===== src/rtl/if_id_skid_stage.sv =====
// IF/ID boundary: two-entry skid buffer between fetch and decode, exposing decoded instruction fields.
// Optional decode-stall counter is built when IF_ID_STALL_CNT_EN is defined.
module if_id_skid_stage #(
  parameter int PC_W = 32
) (
  input  logic            clk,
  input  logic            rst_n,
  input  logic            in_valid,
  output logic            in_ready,
  input  logic [31:0]     in_instr,
  input  logic [PC_W-1:0] in_pc,
  input  logic            flush,
  output logic            out_valid,
  input  logic            out_ready,
  output logic [31:0]     out_instr,
  output logic [PC_W-1:0] out_pc_plus4,
  output logic [5:0]      out_opcode,
  output logic [4:0]      out_rs,
  output logic [4:0]      out_rt,
  output logic [4:0]      out_rd,
  output logic [4:0]      out_shamt,
  output logic [5:0]      out_funct,
  output logic [15:0]     out_imm16,
  output logic [15:0]     stall_cnt
);

  // State bits are {main_v, skid_v}.
  typedef enum logic [1:0] {
    S_EMPTY = 2'b00,
    S_ONE   = 2'b10,
    S_FULL  = 2'b11
  } state_t;

  state_t            r_state;
  state_t            w_next;
  logic              w_accept;
  logic              w_consume;
  logic              w_ld_main_in;
  logic              w_ld_main_skid;
  logic              w_ld_skid;
  logic [PC_W-1:0]   w_pc_plus4;

  logic [31:0]       r_main_instr;
  logic [PC_W-1:0]   r_main_pc4;
  logic [31:0]       r_skid_instr;
  logic [PC_W-1:0]   r_skid_pc4;

  // Handshakes decoded straight from the state so in_ready never depends on out_ready.
  assign w_accept   = in_valid && (r_state != S_FULL);
  assign w_consume  = out_ready && (r_state != S_EMPTY);
  assign w_pc_plus4 = in_pc + PC_W'(4);

  always_ff @(posedge clk or negedge rst_n) begin
    if (!rst_n) r_state <= S_EMPTY;
    else        r_state <= w_next;
  end

  always_comb begin
    w_next = r_state;
    if (flush) begin
      w_next = S_EMPTY;
    end else begin
      case (r_state)
        S_EMPTY: if (w_accept) w_next = S_ONE;
        S_ONE: begin
          if (w_accept && !w_consume)      w_next = S_FULL;
          else if (!w_accept && w_consume) w_next = S_EMPTY;
        end
        S_FULL:  if (w_consume) w_next = S_ONE;
        default: w_next = S_EMPTY;
      endcase
    end
  end

  always_comb begin
    in_ready       = !r_state[0];
    out_valid      = r_state[1];
    w_ld_main_in   = 1'b0;
    w_ld_main_skid = 1'b0;
    w_ld_skid      = 1'b0;
    case (r_state)
      S_EMPTY: w_ld_main_in = w_accept;
      S_ONE: begin
        w_ld_main_in = w_accept && w_consume;
        w_ld_skid    = w_accept && !w_consume;
      end
      S_FULL:  w_ld_main_skid = w_consume;
      default: ;
    endcase
  end

  // Data is loaded even during flush; the cleared valid bits make it harmless.
  always_ff @(posedge clk or negedge rst_n) begin
    if (!rst_n) begin
      r_main_instr <= '0;
      r_main_pc4   <= '0;
      r_skid_instr <= '0;
      r_skid_pc4   <= '0;
    end else begin
      if (w_ld_main_in) begin
        r_main_instr <= in_instr;
        r_main_pc4   <= w_pc_plus4;
      end else if (w_ld_main_skid) begin
        r_main_instr <= r_skid_instr;
        r_main_pc4   <= r_skid_pc4;
      end
      if (w_ld_skid) begin
        r_skid_instr <= in_instr;
        r_skid_pc4   <= w_pc_plus4;
      end
    end
  end

  assign out_instr    = r_main_instr;
  assign out_pc_plus4 = r_main_pc4;
  assign out_opcode   = r_main_instr[31:26];
  assign out_rs       = r_main_instr[25:21];
  assign out_rt       = r_main_instr[20:16];
  assign out_rd       = r_main_instr[15:11];
  assign out_shamt    = r_main_instr[10:6];
  assign out_funct    = r_main_instr[5:0];
  assign out_imm16    = r_main_instr[15:0];

`ifdef IF_ID_STALL_CNT_EN
  logic [15:0] r_stall_cnt;

  function automatic logic [15:0] sat_inc16(input logic [15:0] v);
    return (v == 16'hFFFF) ? v : v + 16'd1;
  endfunction

  always_ff @(posedge clk or negedge rst_n) begin
    if (!rst_n)                                   r_stall_cnt <= '0;
    else if (out_valid && !out_ready && !flush)   r_stall_cnt <= sat_inc16(r_stall_cnt);
  end

  assign stall_cnt = r_stall_cnt;
`else
  assign stall_cnt = '0;
`endif

endmodule


===== config.mk =====
export PLATFORM = sky130hd
export DESIGN_NAME = if_id_skid_stage
export DESIGN_NICKNAME = d
export VERILOG_FILES = /design/src/rtl/if_id_skid_stage.sv
export SDC_FILE = /design/constraint.sdc
export NUM_CORES = 1
export LEC_CHECK = 0
export CAP_MARGIN = 20
export CORE_MARGIN = 2
export CORE_UTILIZATION = 51
export DETAILED_ROUTE_END_ITERATION = 6
export PLACE_DENSITY_LB_ADDON = 0.08
export SKIP_CTS_REPAIR_TIMING = 1
export SLEW_MARGIN = 25
export SYNTH_ARGS = -nofsm -noshare
export SYNTH_HDL_FRONTEND = slang
export SYNTH_SLANG_ARGS = --single-unit

===== constraint.sdc =====
create_clock -name clk -period 3.43 [get_ports clk]
set_clock_uncertainty 0.2 [all_clocks]
set_input_delay 0.8575 -clock clk [delete_from_list [all_inputs] [get_ports clk]]
set_output_delay 0.8575 -clock clk [all_outputs]
set_load 0.01 [all_outputs]

==> qor.yml <==
p_leak_nw: 3.93
layout_common_cells: "clkdlybuf4s50_1, nand2_1, dfrtp_1"
cp.depth: 7
syn_area_per_cell_um2: 9.50
min_period_ps: 2860
final-setup-viol-count: 0
gr-total-overflow: 0
slowest_stage: "clkdlybuf4s50_1"
cts_tree: "built"
gp_congestion: 0.957
critPathTopFamily: "simple AND/OR/NAND/NOR gates"
synthCells: 672
io_pins: 199
critical_path_required_ps: 3490
reg2regPathDepth: 7
regToRegSetupSlack_ps: 1070
p_comb_share_pct: 42.1
first_iter_violations: 490
slew_violations: 0
drive_above_1_share_pct: 7.73
finalCritPeriodShare_pct: 83.4
via_per_inst: 5.39
drcViolationCount: 0
die_width_um: 116
fmax_ghz: 0.349
pwr-share-clk_pct: 22.5
fill_cells: 958
grt_pass1_wl_um: 26000
grt_antenna_before_repair: 0
rows: 40
yosys_most_used_dff: "dfrtp_1"
start_kind: "primary input"
intPower_mw: 5.10
setup_tns_ps: 0
final_common_cell: "clkdlybuf4s50_1"
synth-warning-count: 0
relSlewSlack_pct: 55.6
r2r_start: "r_state[1]"
place_hpwl_um: 11400
die_height_um: 116
sequentialPowerShare_pct: 35.4
start_util_pct: 52.7
p_sw_share_pct: 34.3
cp.arrival_ps: 2920
drv_cap: 0
critPathMaxStageDelay_ps: 580
detail_route.wirelength_um: 16400
grt_max_degree: 64
r2r-end: "out_pc_plus4[9]"
min_path_type: "primary input to async pin"
drtPass1Iterations: 5
cp_num_buf_inv: 1
ys_ff_latch: 130
cp_cell_sequence: "clkdlybuf4s50_1, ha_1, nand4_1, nor4_2, nand3_1, xor2_1, o21ai_0"
h-tree-depth: 4
fin_area_mm2: 0.00861
ys_seq_area_share_pct: 51.0
cts_sinks: 130
drt-wirelength-per-cell_um: 16.7
dr_total_vias: 5294
p_switching_mw: 2.66
dpl_cell_area_mm2: 0.00803
crit_type: "primary input to flop"
yosys.cell_types.count: 38
io_buffer_count: 182
synth_edf_count: 0
num_antenna_cells: 0
worstPathMaxFanout: 5
cts_made_buffers: 17
worst_slew_pin_slew_ps: 667
path_clk_slew_ps: 60
syn_to_final_growth_pct: 34.9
grt_pass1_vias: 5222
cp-end-kind: "flop"
syn_area_mm2: 0.00638
core_area_mm2: 0.0121
synthArstFlopShare_pct: 100
nNetsFinal: 877
cts-root-buf: "clkbuf_16"
cts.path.max_buffers: 2
clkLatencyLatePin_ps: 410
p_per_area_mw_per_mm2: 901
finalHoldViolCount: 0
status: "complete, no violations"
irDropWorstVdd_uv: 423
die_area_mm2: 0.0134
rsz0062_at_grt: "no"
drtAntennaViolNets: 0
grt_use_total_pct: 25.0
## cell usage after synthesis (12+ instances only)
cell	count	area, um2
nand2_1	170	638
dfrtp_1	130	3250
buf_4	64	480
inv_1	43	161
a222oi_1	36	360
clkbuf_1	22	82.6
o21ai_0	21	105
a21oi_1	20	100
nor2b_1	17	106
a211oi_1	16	120
xnor2_1	14	123
xor2_1	14	123
nand3_1	12	60.1
## registers in the layout, indices dropped and copies added, names as in the netlist
| name | cells |
|---|---|
| out_instr | 32 |
| out_pc_plus4 | 32 |
| r_skid_instr | 32 |
| r_skid_pc4 | 32 |
| r_state | 2 |
## stage by stage
| step | setup WS, ps | utilization [%] | hold WS [ps] | power (mW) | instances |
|---|---|---|---|---|---|
| detailed placement | 180 | 66.3 | 263 | 6.03 | 951 |
| finish | 568 | 71.1 | 279 | 7.76 | 983 |
| floorplan | 1130 | - | 245 | 4.53 | 687 |
| CTS | 588 | 71.1 | 278 | 7.82 | 983 |
| global route | 366 | 71.1 | 295 | 8.24 | 983 |
| global placement | 315 | 66.3 | 257 | 5.88 | 951 |
## routing by layer
layer  part of all wire [%]  up-vias  wire length (um)  track usage [%]
li1                       -     2461                 -                -
met1                     40     2573              6560             30.8
met2                     51      237              8380             42.0
met3                    7.4       23              1210             7.74
met4                    1.3        0               221             8.65
met5                      0        -                 0                0
## worst register-to-register path: cells and delay by family (launching register included)
kind	cells	cell delay, ps
DFF	1	410
buffers and inverters	3	420
adders and majority gates	1	230
and+or+nand+nor	2	680
AOI/OAI and AO/OA	1	300
## cell families after synthesis
family / Yosys count / synth area share [%]
other: 1 / 0.0588
AOI/OAI and AO/OA: 108 / 12.1
xor gates and xnor gates: 28 / 3.84
and+or+nand+nor: 246 / 17.9
DFF: 130 / 51.0
muxes: 10 / 1.57
adders and majority gates: 6 / 1.18
buffers and inverters: 143 / 12.3
## final cells by class
cell class / count / area (um2) / area share, %
sequential: 130 / 3250 / 37.8
multi-input combinational: 414 / 2430 / 28.2
timing repair buffer: 196 / 1970 / 22.9
clock buffer: 23 / 478 / 5.55
tap: 168 / 210 / 2.44
inverter: 43 / 161 / 1.87
clock inverter: 9 / 105 / 1.22
## power by group through the flow
stage	registers, mW	clock network [mW]	logic, mW
after floorplan	2.82	0	1.71
after global placement	2.70	0	3.18
after detailed placement	2.75	0	3.28
after CTS	2.74	1.77	3.30
after global routing	2.83	1.86	3.55
final	2.74	1.75	3.27
## how the worst max path moves through the flow
stage,endpoint,start
floorplan,out_pc_plus4[28],in_pc[2]
global placement,r_skid_pc4[30],in_pc[2]
detailed placement,r_skid_pc4[22],in_pc[2]
CTS,r_skid_pc4[22],in_pc[2]
global route,r_skid_pc4[28],in_pc[2]
finish,r_skid_pc4[22],in_pc[2]
Power figures use the tool's default switching activity.
==> RTL edit: new RTL, config.mk and constraints unchanged <==
`PC_W`: 32 -> 36.
--- a/src/rtl/if_id_skid_stage.sv
+++ b/src/rtl/if_id_skid_stage.sv
@@ -1,7 +1,7 @@
 // IF/ID boundary: two-entry skid buffer between fetch and decode, exposing decoded instruction fields.
 // Optional decode-stall counter is built when IF_ID_STALL_CNT_EN is defined.
 module if_id_skid_stage #(
-  parameter int PC_W = 32
+  parameter int PC_W = 36
 ) (
   input  logic            clk,
   input  logic            rst_n,
Ports: changed (resized in_pc and out_pc_plus4); port bits go from 199 to 207. The function was not compared with the original's and may differ.
==> RTL edit against the original RTL <==
Wire length is 3.8% lower; register-to-register slack worse by 0.21 ns; design area is 6.7% higher; synthesized area is 5.6% higher; power is 8.0% higher; non-clock buffer count is 9 higher; fmax is 1.6% lower; worst setup slack worse by 0.046 ns; sequential cell count is 8 higher.
==> RTL edit: results (changes against the original RTL) <==
| Metric | Value |
|---|---|
| Status | complete, no violations |
| Slew HR | 37.2% (-18 points) |
| Compound-cell area share of the yosys netlist | 11.9% (-0.26 points) |
| Final nets | 878 (+0.11%) |
| Synth area leaders | dfrtp_1 (51%), buf_4 (7.1%), mux2_2 (7.0%) |
| Top fanout value on the critical path | 9 (+4) |
| Seq group | 2900 uW (+6%) |
| Min Tclk post-route | 2.91 ns (+0.0464 ns) |
| Synthesized-area fraction occupied by adder cells | 1.11% (-0.063 points) |
| Clock group power | 2090 uW (+19%) |
| Share of cells above drive strength 1 | 11.9% (+4.2 points) |
| Crit-path slowest cell | or4_4 |
| CP arrival | 2.99 ns (+0.07 ns) |
| Setup crit end | out_pc_plus4[26]$_DFFE_PN0P_ |
| LEAKAGE | 0.00386 uW (-2.0%) |
| Multiplexer share of the synthesized area | 8.05% (+6.5 points) |
| Post-DP HPWL | 10800 um (-5.6%) |
| Pre-CTS setup slack | 0.109 ns (-0.0711 ns) |
| CP peak stage delay | 0.62 ns (+0.04 ns) |
| Post-Synth XOR/XNOR Area | 4.16% (+0.31 points) |
| Total Routing Usage GR | 22.9% (-2.1 points) |
| Iteration-0 DRC Markers | 370 (-24%) |
| Unique masters post-synth | 37 (-2.6%) |
| Gpl congestion | 0.879 (-8.2%) |
| Pin count of the biggest net entering global routing | 98 (+53%) |
| Fill cells | 973 (+1.6%) |
-- RTL edit: area by class of cell --
cell class | count | area, um^2 | area share, %
clock inverter | 11 | 215 | 2.34
sequential | 138 | 3450 | 37.6
timing repair buffer | 205 | 2070 | 22.5
clock buffer | 21 | 470 | 5.12
multi-input combinational | 433 | 2750 | 29.9
tap | 176 | 220 | 2.40
inverter | 4 | 15.0 | 0.163
-- RTL edit: metrics by stage --
stage,std cells,cell area (um^2),power (uW)
3_5_place_dp,956,8500,6330
6_report,988,9190,8380
3_3_place_gp,956,8500,6200
4_1_cts,988,9190,8450
2_1_floorplan,674,6800,4830
5_1_grt,988,9190,8880
-- RTL edit: worst max-delay path, delay by kind of cell --
kind,cells,cell delay (ns)
xor+xnor,1,0.18
simple gates,3,1.27
buf+inv,1,0.58
compound gates,1,0.09
-- RTL edit: layer usage --
metal  vias up  GRT usage (%)  part of all wire [%]
met4         0           8.63                   1.8
met2       194           37.5                    49
met3        26           5.60                   5.7
met1      2547           29.6                    44
li1       2488              -                     -
met5         -              0                     0
